[src/rtl/uart_tx_arb_pkg.sv]
// Shared types and sizing helpers for the UART transmit arbiter.
// Frame timing is derived here so the top and any reuse agree on widths.
package uart_tx_arb_pkg;

  typedef enum logic [1:0] {
    IDLE   = 2'd0,
    STROBE = 2'd1,
    WAIT   = 2'd2
  } state_e;

  localparam int DEF_NREQ         = 4;
  localparam int DEF_CLKS_PER_BIT = 5208;
  localparam int DEF_FRAME_BITS   = 12;
  localparam int DEF_STROBE_LEN   = 4;

  function automatic int frame_cycles(input int clks_per_bit, input int frame_bits);
    return clks_per_bit * frame_bits;
  endfunction

  function automatic int cnt_width(input int frame_cyc);
    return (frame_cyc > 1) ? $clog2(frame_cyc) : 1;
  endfunction

endpackage

[src/rtl/uart_tx_arbiter_rr_pick.sv]
// Combinational rotating-priority picker: the first asserted request at or
// after ptr_i (wrapping modulo NREQ) wins.
module rr_pick #(
  parameter int NREQ = 4
) (
  input  logic [NREQ-1:0]         req_i,
  input  logic [$clog2(NREQ)-1:0] ptr_i,
  output logic                    valid_o,
  output logic [$clog2(NREQ)-1:0] winner_o
);

  localparam int IDX_W = $clog2(NREQ);

  logic [IDX_W:0]   sum;
  logic [IDX_W-1:0] idx;

  // NOTE: every signal driven here gets a default before the loop, so no path
  // leaves a value unassigned and no latch is inferred.
  always_comb begin
    valid_o  = 1'b0;
    winner_o = '0;
    sum      = '0;
    idx      = '0;
    for (int i = 0; i < NREQ; i++) begin
      sum = {1'b0, ptr_i} + (IDX_W+1)'(i);
      if (sum >= (IDX_W+1)'(NREQ)) begin
        sum = sum - (IDX_W+1)'(NREQ);
      end
      idx = sum[IDX_W-1:0];
      if (!valid_o && req_i[idx]) begin
        valid_o  = 1'b1;
        winner_o = idx;
      end
    end
  end

endmodule

[src/rtl/uart_tx_arbiter.sv]
// Shares one UART transmitter between NREQ byte sources: round-robin grant,
// start strobe for the transmitter's edge detector, then a full-frame hold-off.
module uart_tx_arbiter
  import uart_tx_arb_pkg::*;
#(
  parameter int NREQ         = DEF_NREQ,
  parameter int CLKS_PER_BIT = DEF_CLKS_PER_BIT,
  parameter int FRAME_BITS   = DEF_FRAME_BITS,
  parameter int STROBE_LEN   = DEF_STROBE_LEN
) (
  input  logic                    clk,
  input  logic                    rst,
  input  logic [NREQ-1:0]         req,
  input  logic [8*NREQ-1:0]       req_data,
  output logic [NREQ-1:0]         ack,
  output logic [7:0]              tx_data,
  output logic                    tx_int,
  output logic                    busy,
  output logic [$clog2(NREQ)-1:0] grant_id
);

  localparam int FRAME_CYCLES = frame_cycles(CLKS_PER_BIT, FRAME_BITS);
  localparam int CNT_W        = cnt_width(FRAME_CYCLES);
  localparam int IDX_W        = $clog2(NREQ);

  state_e           state_q, state_d;
  logic [CNT_W-1:0] cnt_q, cnt_d;
  logic [IDX_W-1:0] ptr_q, ptr_d;
  logic [IDX_W-1:0] grant_q, grant_d;
  logic [7:0]       tx_data_q, tx_data_d;
  logic [NREQ-1:0]  ack_q, ack_d;

  logic             pick_valid;
  logic [IDX_W-1:0] pick_winner;

  rr_pick #(
    .NREQ (NREQ)
  ) u_rr_pick (
    .req_i    (req),
    .ptr_i    (ptr_q),
    .valid_o  (pick_valid),
    .winner_o (pick_winner)
  );

  // Requests are only looked at in IDLE; pending levels wait for the next IDLE.
  always_comb begin
    state_d   = state_q;
    cnt_d     = cnt_q;
    ptr_d     = ptr_q;
    grant_d   = grant_q;
    tx_data_d = tx_data_q;
    ack_d     = '0;
    unique case (state_q)
      IDLE: begin
        if (pick_valid) begin
          state_d            = STROBE;
          cnt_d              = '0;
          tx_data_d          = req_data[{pick_winner, 3'b000} +: 8];
          grant_d            = pick_winner;
          ack_d[pick_winner] = 1'b1;
          ptr_d              = (pick_winner == IDX_W'(NREQ-1)) ? '0 : pick_winner + 1'b1;
        end
      end
      STROBE: begin
        cnt_d = cnt_q + 1'b1;
        if (cnt_q == CNT_W'(STROBE_LEN-1)) begin
          state_d = WAIT;
        end
      end
      WAIT: begin
        if (cnt_q == CNT_W'(FRAME_CYCLES-1)) begin
          state_d = IDLE;
          cnt_d   = '0;
        end else begin
          cnt_d = cnt_q + 1'b1;
        end
      end
      default: state_d = IDLE;
    endcase
  end

  // NOTE: state registers use non-blocking assignments so every flop samples
  // the pre-edge value of every other flop, matching the hardware.
  always_ff @(posedge clk) begin
    if (rst) begin
      state_q   <= IDLE;
      cnt_q     <= '0;
      ptr_q     <= '0;
      grant_q   <= '0;
      tx_data_q <= '0;
      ack_q     <= '0;
    end else begin
      state_q   <= state_d;
      cnt_q     <= cnt_d;
      ptr_q     <= ptr_d;
      grant_q   <= grant_d;
      tx_data_q <= tx_data_d;
      ack_q     <= ack_d;
    end
  end

  // busy and tx_int decode straight from state, so reset drops them at once.
  assign busy     = (state_q != IDLE);
  assign tx_int   = (state_q == STROBE);
  assign ack      = ack_q;
  assign tx_data  = tx_data_q;
  assign grant_id = grant_q;

  a_ack_onehot : assert property (@(posedge clk) disable iff (rst) $onehot0(ack));
  a_ack_strobe : assert property (@(posedge clk) disable iff (rst) (ack != '0) |-> tx_int);

endmodule

[config.mk]
export PLATFORM = sky130hd
export DESIGN_NAME = uart_tx_arbiter
export DESIGN_NICKNAME = d
export VERILOG_FILES = /design/src/rtl/uart_tx_arb_pkg.sv /design/src/rtl/uart_tx_arbiter_rr_pick.sv /design/src/rtl/uart_tx_arbiter.sv
export SDC_FILE = /design/constraint.sdc
export NUM_CORES = 1
export LEC_CHECK = 0
export BUFFER_PORTS_ARGS = -buffer_cell sky130_fd_sc_hd__clkbuf_2
export CAP_MARGIN = 20
export CORE_MARGIN = 2
export CORE_UTILIZATION = 56
export CTS_BUF_LIST = sky130_fd_sc_hd__clkbuf_4 sky130_fd_sc_hd__clkbuf_8 sky130_fd_sc_hd__clkbuf_16
export DETAILED_ROUTE_END_ITERATION = 8
export PLACE_DENSITY = 0.84
export REMOVE_ABC_BUFFERS = 1
export SLEW_MARGIN = 20
export SYNTH_ARGS = -nofsm -noshare
export SYNTH_HDL_FRONTEND = slang
export SYNTH_SLANG_ARGS = --single-unit
[constraint.sdc]
create_clock -name clk -period 3.3 [get_ports clk]
set_input_delay 0 -clock clk [delete_from_list [all_inputs] [get_ports clk]]
set_output_delay 0 -clock clk [all_outputs]
set_load 0.01 [all_outputs]
==> reports/metrics.yaml, run 1 <==
synthesis:
  ys_ff_latch: 34
  ys.flop_type: "dfxtp_1"
  syn_area_um2: 2010
  synth_async_sr_flop_share_pct: 0
  synth_edf_count: 0
  synthCells: 247
  yosysUniqueCellTypes: 45
  syn_area_per_cell_um2: 8.15
  ys_seq_area_share_pct: 33.8
  ys.warnings.count: 0
place:
  dp_cells: 334
  dp_hpwl_mm: 3.45
  routabilityCongestion: 0.920
  io_buffers: 53
die:
  die_h_um: 64.0
  die_area_um2: 4090
  rows: 21
  die_x_um: 64.0
  ios: 54
  fp.coreArea_um2: 3390
  start_util_pct: 59.4
worst_setup_path:
  worstSetupPathType: "reg -> reg"
  required_ps: 3560
  critPathCaptureType: "flip-flop"
  endpoint: "tx_data[2]"
  r2r_start: "ptr_q[1]"
  ff2ff_setup_slack_ps: 350
  timing.rr.end: "tx_data[2]"
  arrival_ps: 3210
  critPathLaunch: "ptr_q[1]"
  cp-start-kind: "flip-flop"
  r2r_cells: 6
  path_max_fanout: 16
timing:
  hold_viol: 1
  setup_viol: 0
  drv_slew: 0
  layout_min_cycle_time_ps: 2950
  hold_slack_ps: -1.28
  period_share_pct: 89.4
  relSlewSlack_pct: 44.0
  timing.setup.tns_ps: 0
  rsz0062_at_grt: "no"
  tightest_slew_ps: 837
  fmax_mhz: 339
  skew_ps: 10.7
min_path:
  hold_class: "in -> reg"
  hold_path_startpoint: "req_data[0]"
cts:
  cts_buffer_depth: 2
  cts_root_buffer: "clkbuf_4"
  h-tree-depth: 2
  tritoncts: "built"
  cts_buffers: 5
  postCtsSetupBuffers: 0
  clk_latency_ps: 350
  clk_pin_slew_ps: 120
  cts_sinks: 34
global_routing:
  grt_pass1_vias: 1859
  grt_pass1_wl_mm: 8.43
  met2_usage_pct: 42.8
  track_usage_pct: 26.0
  globalRouteMet1Util_pct: 32.4
  antenna_found_initial: 0
  grt_max_degree: 28
  grt_util_met3_pct: 5.81
  gr-total-overflow: 0
  top_usage_layer: "met2"
drt:
  wirelength_mm: 5.19
  via_per_inst: 6.14
  num_vias: 2150
  post_drt_wl_per_cell_um: 14.8
  firstDrtPassIters: 4
  drt_iter0_drc: 150
  drcViolationCount: 0
  drtAntennaViolNets: 0
layout:
  fin_nets: 351
  final_cells: 350
  n_antenna_cell: 0
  fillers: 274
  drive_above_1_share_pct: 22.0
  syn_to_final_growth_pct: 23.2
power_and_ir_drop:
  power.total_w: 0.00169
  vdd_drop_max_mv: 0.411
  p_per_area_nw_per_um2: 682
  p_leak_nw: 1.05
flow_run:
  maxCapViolCount: 0
run_status:
  violations: "negative hold slack"
  status: "finished, violations left"
-- area by class of cell --
class	instances	area, µm²	share of cell area, %
multi-input combinational	191	1240	50.2
tap	46	57.6	2.32
clock inverter	3	68.8	2.77
timing repair buffer	63	360	14.5
inverter	8	30.0	1.21
clock buffer	5	37.5	1.51
sequential	34	681	27.4
-- state kept, by name (all words and copies together), names as in the netlist --
register,count
ack,4
cnt_q,16
grant_id,2
ptr_q,2
state_q,2
tx_data,8
-- cell families after synthesis --
group | synth area share, %
muxes | 2.55
buffers and inverters | 4.35
and+or+nand+nor | 31.6
xor gates and xnor gates | 0.435
DFF | 33.8
adders and majority gates | 6.22
AOI/OAI and AO/OA | 21.1
-- per-layer routing --
layer | vias up | share of wire, %
met2 | 70 | 47
met3 | 10 | 5.6
met5 | - | 0
met4 | 0 | 2.0
met1 | 1013 | 45
li1 | 1057 | -
-- where the power goes --
group	switching (W)	internal (W)	leakage, nW
combinational	0.000458	0.000282	0.719
sequential	0.0000592	0.000499	0.278
clock	0.000155	0.000237	0.0554
total	0.000672	0.00102	1.05
-- critical path: stages, from the launching register on --
cell and delay [ps]:
dfxtp_1 440, mux2i_1 260, o22a_1 460, nand2_1 440
a2111oi_0 590, nor3_1 100, dlygate4sd3_1 570
-- synthesized netlist by cell type (3+ instances only) --
cell type / n / share of area, %
and3_1: 21 / 6.5
nor2_1: 11 / 2.1
nand3_1: 15 / 3.7
and4_1: 3 / 1.3
a31oi_1: 11 / 3.4
a2111oi_0: 12 / 5.2
mux2i_1: 4 / 2.0
ha_1: 10 / 6.2
or3b_1: 3 / 1.3
buf_2: 4 / 0.99
nand2_1: 24 / 4.5
o21ai_0: 9 / 2.2
a21oi_1: 11 / 2.7
or3_1: 8 / 2.5
nand4_1: 5 / 1.6
dfxtp_1: 34 / 34
inv_1: 8 / 1.5
nor3_1: 4 / 0.99
clkbuf_1: 10 / 1.9
nor4_1: 4 / 1.2
a211oi_1: 5 / 1.9
-- how the worst min path moves through the flow --
stage	endpoint	slack, ps	cells past startpoint
after floorplan	cnt_q[11]	70	1
after global placement	tx_data[7]	300	3
after detailed placement	tx_data[7]	320	3
after CTS	tx_data[0]	4	3
after global routing	tx_data[0]	3	3
final	tx_data[0]	-1	3
-- cell usage in the layout, fill, tap and decap left out, types with 2 or more instances in the layout --
master	n
a2111oi_0	12
clkbuf_4	5
nor4_2	2
nor4_1	4
dfxtp_1	34
a31oi_1	11
and2_1	2
a21oi_1	11
nand3_1	15
nand4_1	5
and3_1	21
o21ai_0	9
nor2_1	11
and4_1	3
or4_1	2
ha_1	10
buf_4	2
clkbuf_2	53
inv_1	8
or3b_1	3
nor3_1	4
nand2b_1	2
or3_1	8
a211oi_1	5
dlygate4sd3_1	8
a211o_1	2
mux2i_1	4
nand2_1	24
nor2b_1	2
bufinv_16	2
a21o_1	2
-- through the flow --
step / area, µm² / util (%) / setup WS (ps)
after detailed placement: 2290 / 67.7 / 1040
after floorplan: 1960 / - / 1180
after CTS: 2480 / 73.2 / 472
final: 2480 / 73.2 / 349
after global routing: 2480 / 73.2 / 118
after global placement: 2290 / 67.7 / 1090
-- what timing repair did --
| item | in CTS | in global routing |
|---|---|---|
| hold buffers | 8 | 0 |
| hold endpoints to repair | 4 | 0 |
| gates resized for setup | 0 | 0 |
(Power assumes the default switching activity.)
==> run 2: changes to the inputs <==
==> constraint.sdc (replaced) <==
create_clock -name clk -period 3.3 [get_ports clk]
set_input_delay 0.165 -clock clk [delete_from_list [all_inputs] [get_ports clk]]
set_output_delay 0.165 -clock clk [all_outputs]
set_load 0.01 [all_outputs]
==> run 2 against run 1 <==
The flow now finishes without violations. Routed wire length decreased by 6.7%. Via count decreased by 3.5%. Clock power about the same. Critical path depth increased by 1. Sequential share of layout area increased by 1.0 points. Register-to-register slack improved by 640 ps. First-iteration DRC count decreased by 14%. Fmax increased by 28%. Highest routed layer unchanged.
==> reports/metrics.yaml, run 2 (same netlist as run 1, synthesis figures left out) <==
place:
  dp_hpwl_mm: 3.40  # -1.4%
  placed_cell_area_um2: 2290  # -0.33%
  routabilityCongestion: 0.923  # +0.35%
  io_buffers: 53  # unchanged
power_and_ir_drop:
  p_per_area_nw_per_um2: 683  # +0.17%
  p_comb_share_pct: 42.2  # -1.6 points
  p_seq_share_pct: 34.1  # +1.1 points
  power.total_w: 0.00163  # -3.4%
  pwr-share-clk_pct: 23.8  # +0.6 points
  p_switching_w: 0.000646  # -4.0%
  p_leak_nw: 1.01  # -4.1%
  switching_share_pct: 39.5  # -0.24 points
  vdd_drop_max_mv: 0.491  # +19%
  intPower_w: 0.000988  # -3.0%
drt:
  firstDrtPassIters: 4  # unchanged
  routed-wl-met3_um: 367  # +26%
  post_drt_wl_per_cell_um: 14.2  # -4.2%
  highest_layer: "met4"
  drt_iter0_drc: 129  # -14%
  num_vias: 2075  # -3.5%
  drcViolationCount: 0  # unchanged
  wl_met1_mm: 2.16  # -7.7%
  drtAntennaViolNets: 0  # unchanged
  routed-wl-met2_mm: 2.26  # -8.1%
  wirelength_mm: 4.84  # -6.7%
  via_per_inst: 6.09  # -0.94%
die:
  die_x_um: 64.0  # unchanged
  fp.coreArea_um2: 3390  # unchanged
  start_util_pct: 59.4  # unchanged
  rows: 21  # unchanged
  die_area_um2: 4090  # unchanged
  die_h_um: 64.0  # unchanged
  ios: 54  # unchanged
timing:
  relSlewSlack_pct: 46.5  # +2.6 points
  tightest_slew_ps: 799  # -38.5 ps
  setup_viol: 0  # unchanged
  skew_ps: 10.9  # +0.134 ps
  period_share_pct: 70.1  # -19 points
  layout_min_cycle_time_ps: 2310  # -638 ps
  rsz0062_at_grt: "no"
  fmax_mhz: 432  # +28%
  hold_slack_ps: 113  # +114 ps
  timing.setup.tns_ps: 0  # unchanged
  hold_viol: 0  # -1
  drv_slew: 0  # unchanged
layout:
  fillers: 282  # +2.9%
  multi_input_area_um2: 1240  # unchanged
  regMostFlops: "cnt_q"
  regArea_um2: 681  # unchanged
  drive_above_1_share_pct: 22.4  # +0.33 points
  n_antenna_cell: 0  # unchanged
  mostFrequentLayoutCells: "53 x clkbuf_2, 34 x dfxtp_1, 24 x nand2_1"
  largest_reg_flops: 16  # unchanged
  stdcell_area_um2: 2390  # -3.5%
  fin_nets: 342  # -2.6%
  final_common_cell: "clkbuf_2"
  syn_to_final_growth_pct: 18.8
worst_setup_path:
  arrival_ps: 2580  # -630 ps
  worstSetupPathType: "reg -> reg"
  required_ps: 3570  # about the same
  crit_path_top_delay_cell: "or4_1"
  r2r_cells: 7  # +1
  critPathCaptureType: "flip-flop"
  timing.rr.end: "cnt_q[14]"
  path_max_fanout: 12  # -4
  ff2ff_setup_slack_ps: 990  # +640 ps
  critPathMaxStageDelay_ps: 470  # -120 ps
  crit_chain: "inv_1 > ha_1 > o21ai_0 > a211oi_1 > o21ai_1 > or4_1 > a31oi_1"
  r2r_start: "state_q[0]"
  cp-start-kind: "flip-flop"
cts:
  cts_buffers: 5  # unchanged
  tritoncts: "built"
  h-tree-depth: 2  # unchanged
  postCtsSetupBuffers: 0  # unchanged
  cts_root_buffer: "clkbuf_4"
  clk_latency_ps: 350  # about the same
  cts_buffer_depth: 2  # unchanged
  clk_pin_slew_ps: 110  # about the same
  ctsResizeCount: 0  # unchanged
  holdBufCountCts: 0  # -8
  cts_sinks: 34  # unchanged
global_routing:
  antenna_found_initial: 0  # unchanged
  gr-total-overflow: 0  # unchanged
  grt_pass1_wl_mm: 7.69  # -8.8%
  track_usage_pct: 23.6  # -2.4 points
  grt_pass1_vias: 1678  # -9.7%
  grt_max_degree: 28  # unchanged
min_path:
  holdPathEnd: "tx_data[7]"
  holdPathStages: 3  # unchanged
  hold_path_startpoint: "req_data[15]"
  hold_class: "in -> reg"
run_status:
  status: "finished clean"
flow_run:
  maxCapViolCount: 0  # unchanged
run 2: changes by cell type in the layout (fill, tap and decap cells not counted), sizes merged:
| cell | change |
|---|---|
| dlygate4sd3 | -8 |
| buf | -1 |
run 2: worst max path at each step:
stage,startpoint,endpoint,slack [ps],cells after the start
after global placement,ptr_q[1],tx_data[1],1090,5
after detailed placement,state_q[0],cnt_q[14],1050,7
after CTS,state_q[0],cnt_q[14],1020,7
final,state_q[0],cnt_q[14],990,7
after floorplan,cnt_q[0],cnt_q[13],1180,6
after global routing,ptr_q[1],tx_data[5],640,5
run 2: area by class of cell:
| class | instances | area share (%) |
|---|---|---|
| multi-input cells | 191 | 52.0 |
| inverters | 8 | 1.26 |
| clock inverters | 3 | 2.88 |
| well taps | 46 | 2.41 |
| flip-flops and latches | 34 | 28.5 |
| repair buffers | 54 | 11.4 |
| clock buffers | 5 | 1.57 |
run 2: power groups by stage:
stage | sequential (W) | clock (W) | combinational (W)
global placement | 0.000561 | 0 | 0.000672
floorplan | 0.000585 | 0 | 0.000425
global route | 0.000566 | 0.000414 | 0.000768
CTS | 0.000555 | 0.000395 | 0.000686
finish | 0.000556 | 0.000389 | 0.000689
detailed placement | 0.000563 | 0 | 0.000684
run 2: metrics by stage:
| stage | setup WS, ps | utilization (%) | std cells |
|---|---|---|---|
| 3_5_place_dp | 1050 | 67.4 | 333 |
| 2_1_floorplan | 1180 | - | 233 |
| 6_report | 987 | 70.6 | 341 |
| 4_1_cts | 1020 | 70.6 | 341 |
| 3_3_place_gp | 1090 | 67.4 | 333 |
| 5_1_grt | 639 | 70.6 | 341 |
run 2: layer usage:
layer / global-route usage (%) / vias to the layer above
li1: - / 1043
met1: 31.6 / 937
met2: 37.6 / 88
met3: 4.93 / 7
met4: 8.15 / 0
met5: 0 / -
run 2: worst max-delay path, delay by kind of cell, from the launching register on:
| family | cells | cell delay (ps) |
|---|---|---|
| simple gates | 1 | 470 |
| flops | 1 | 380 |
| compound gates | 4 | 1010 |
| fa+ha+maj | 1 | 280 |
| buf+inv | 1 | 100 |
==> run 3: changes to the inputs <==
--- a/config.mk
+++ b/config.mk
@@ -8,10 +8,10 @@
 export BUFFER_PORTS_ARGS = -buffer_cell sky130_fd_sc_hd__clkbuf_2
 export CAP_MARGIN = 20
 export CORE_MARGIN = 2
-export CORE_UTILIZATION = 56
+export CORE_UTILIZATION = 47
 export CTS_BUF_LIST = sky130_fd_sc_hd__clkbuf_4 sky130_fd_sc_hd__clkbuf_8 sky130_fd_sc_hd__clkbuf_16
 export DETAILED_ROUTE_END_ITERATION = 8
-export PLACE_DENSITY = 0.84
+export PLACE_DENSITY = 0.75
 export REMOVE_ABC_BUFFERS = 1
 export SLEW_MARGIN = 20
 export SYNTH_ARGS = -nofsm -noshare
==> constraint.sdc (replaced) <==
create_clock -name clk -period 1.95 [get_ports clk]
set_input_delay 0.0975 -clock clk [delete_from_list [all_inputs] [get_ports clk]]
set_output_delay 0.0975 -clock clk [all_outputs]
set_load 0.01 [all_outputs]
==> run 3 against run 2 <==
Critical path depth rose by 1. Combinational power up 140%. Flip-flop and latch count unchanged. Register-to-register slack got worse by 910 ps. Global-route usage is 0.25 points higher. Die area up 18%. Clock skew is 3.9 ps lower. Power rose by 110%. Final area increased by 15%. Critical path type unchanged. Via count up 4.5%.
==> reports/metrics.yaml, run 3 (same netlist as run 1, synthesis figures left out) <==
power_and_ir_drop:
  p_leak_nw: 1.18  # +17%
  p_per_area_nw_per_um2: 1230  # +80%
  power.total_w: 0.00337  # +110%
  vdd_drop_max_mv: 0.832  # +70%
timing:
  hold_viol: 0  # unchanged
  setup_viol: 0  # unchanged
  fmax_mhz: 533  # +23%
  rsz0062_at_grt: "yes"
  tightest_slew_ps: 424  # -375 ps
  period_share_pct: 96.2  # +26 points
  skew_ps: 7.00  # -3.88 ps
  relSlewSlack_pct: 71.0  # +24 points
  drv_slew: 0  # unchanged
  layout_min_cycle_time_ps: 1880  # -436 ps
layout:
  syn_to_final_growth_pct: 36.1
  fin_nets: 370  # +8.2%
  fillers: 318  # +13%
  regArea_um2: 684  # +0.55%
  final_common_cell: "clkbuf_2"
  largest_reg_flops: 16  # unchanged
  multi_input_area_um2: 1320  # +6.1%
  drive_above_1_share_pct: 34.4  # +12 points
  mostFrequentLayoutCells: "53 x clkbuf_2, 31 x dfxtp_1, 27 x buf_4"
  n_antenna_cell: 0  # unchanged
  finish.utilization_pct: 67.5  # -3.0 points
  regMostFlops: "cnt_q"
global_routing:
  grt_pass1_wl_mm: 9.50  # +24%
  top_usage_layer: "met2"
  grt_util_met3_pct: 3.92  # -1.0 points
  track_usage_pct: 23.9  # +0.25 points
  gr-total-overflow: 0  # unchanged
  grt_pass1_vias: 2106  # +26%
  grt_max_degree: 25  # -11%
  globalRouteMet1Util_pct: 31.3  # -0.35 points
  antenna_found_initial: 0  # unchanged
  met2_usage_pct: 40.2  # +2.5 points
cts:
  cts_sinks: 34  # unchanged
  cts_root_buffer: "clkbuf_8"
  tritoncts: "built"
  h-tree-depth: 2  # unchanged
  cts_buffers: 5  # unchanged
  clk_latency_ps: 290  # -60 ps
  clk_pin_slew_ps: 70  # -40 ps
  cts_buffer_depth: 2  # unchanged
place:
  dp_hpwl_mm: 3.83  # +13%
  routabilityCongestion: 0.863  # -6.5%
  io_buffers: 53  # unchanged
worst_setup_path:
  crit_path_frequent_cell: "o21ai_2"
  r2r_start: "state_q[1]"
  critPathCaptureType: "flip-flop"
  path_max_fanout: 5  # -7
  critPathLaunch: "state_q[1]"
  crit_chain: "inv_2 > ha_4 > o21ai_2 > a211oi_2 > o21ai_2 > buf_4 > or3_1 > a31oi_1"
  arrival_ps: 2100  # -480 ps
  crit_path_top_delay_cell: "or3_1"
  critPathMaxStageDelay_ps: 340  # -130 ps
  worstSetupPathType: "reg -> reg"
  cp-start-kind: "flip-flop"
  required_ps: 2170  # -1400 ps
drt:
  drtAntennaViolNets: 0  # unchanged
  via_per_inst: 5.81  # -4.5%
  firstDrtPassIters: 4  # unchanged
  wirelength_mm: 5.63  # +16%
  drt_iter0_drc: 154  # +19%
  num_vias: 2168  # +4.5%
  drcViolationCount: 0  # unchanged
  post_drt_wl_per_cell_um: 15.1  # +6.2%
die:
  start_util_pct: 49.6  # -9.8 points
  rows: 23  # +9.5%
  fp.coreArea_um2: 4060  # +20%
  die_x_um: 69.4  # +8.6%
  die_h_um: 69.4  # +8.6%
  die_area_um2: 4820  # +18%
  ios: 54  # unchanged
min_path:
  hold_class: "in -> reg"
  hold_path_startpoint: "rst"
run_status:
  status: "finished clean"
flow_run:
  maxCapViolCount: 0  # unchanged
==> run 3: changes by cell type in the layout (fill, tap and decap cells not counted), sizes merged <==
cell / before / now
clkinv: 1 / 0
buf: 1 / 29
clkbuf: 58 / 59
==> run 3: path summary, 6_finish.rpt <==
kind / to / slack [ps] / depth (start not counted)
max: cnt_q[3] / 70 / 8
min: grant_id[1] / 50 / 2
max reg2reg: cnt_q[3] / 70 / 8
min reg2reg: tx_data[6] / 480 / 2
==> run 3: cell type report <==
type	count	area share [%]
Multi-Input combinational cell	191	48.2
Sequential cell	34	25.0
Timing Repair Buffer	82	18.2
Clock buffer	6	3.01
Tap cell	50	2.28
Clock inverter	2	2.19
Inverter	8	1.10
==> run 3: what timing repair did <==
| item | 4_1_cts | 5_1_grt |
|---|---|---|
| setup buffers | 3 | 0 |
| setup endpoints to repair | 9 | 21 |
| pin swaps | 1 | 2 |
| resized for setup | 2 | 24 |
| hold buffers | 0 | 0 |
==> run 3: worst max-delay path: cells and delay by family (launching register included) <==
kind / cells / cell delay, ps
compound gates: 4 / 640
simple gates: 1 / 340
fa+ha+maj: 1 / 270
flops: 1 / 330
buf+inv: 2 / 230
==> run 3: power by group <==
part | switching [W] | internal, W
logic | 0.000886 | 0.000734
registers | 0.0000863 | 0.000848
clock network | 0.000271 | 0.000545
total | 0.00124 | 0.00213
==> run 3: routing by layer <==
layer	up-vias	part of all wire, %
met5	-	0
met4	0	1.5
met3	10	3.7
met2	55	49
met1	1011	46
li1	1092	-
==> run 3: through the flow <==
stage	hold WS, ps	instances	worst slack, ps	setup TNS, ps	cell area, µm²
3_5_place_dp	358	362	-55.2	-133	2490
3_3_place_gp	359	362	5.61	0	2490
6_report	51.7	373	73.4	0	2740
2_1_floorplan	167	233	-171	-180	1960
5_1_grt	50.6	373	-51.8	-192	2740
4_1_cts	45.3	373	2.12	0	2660
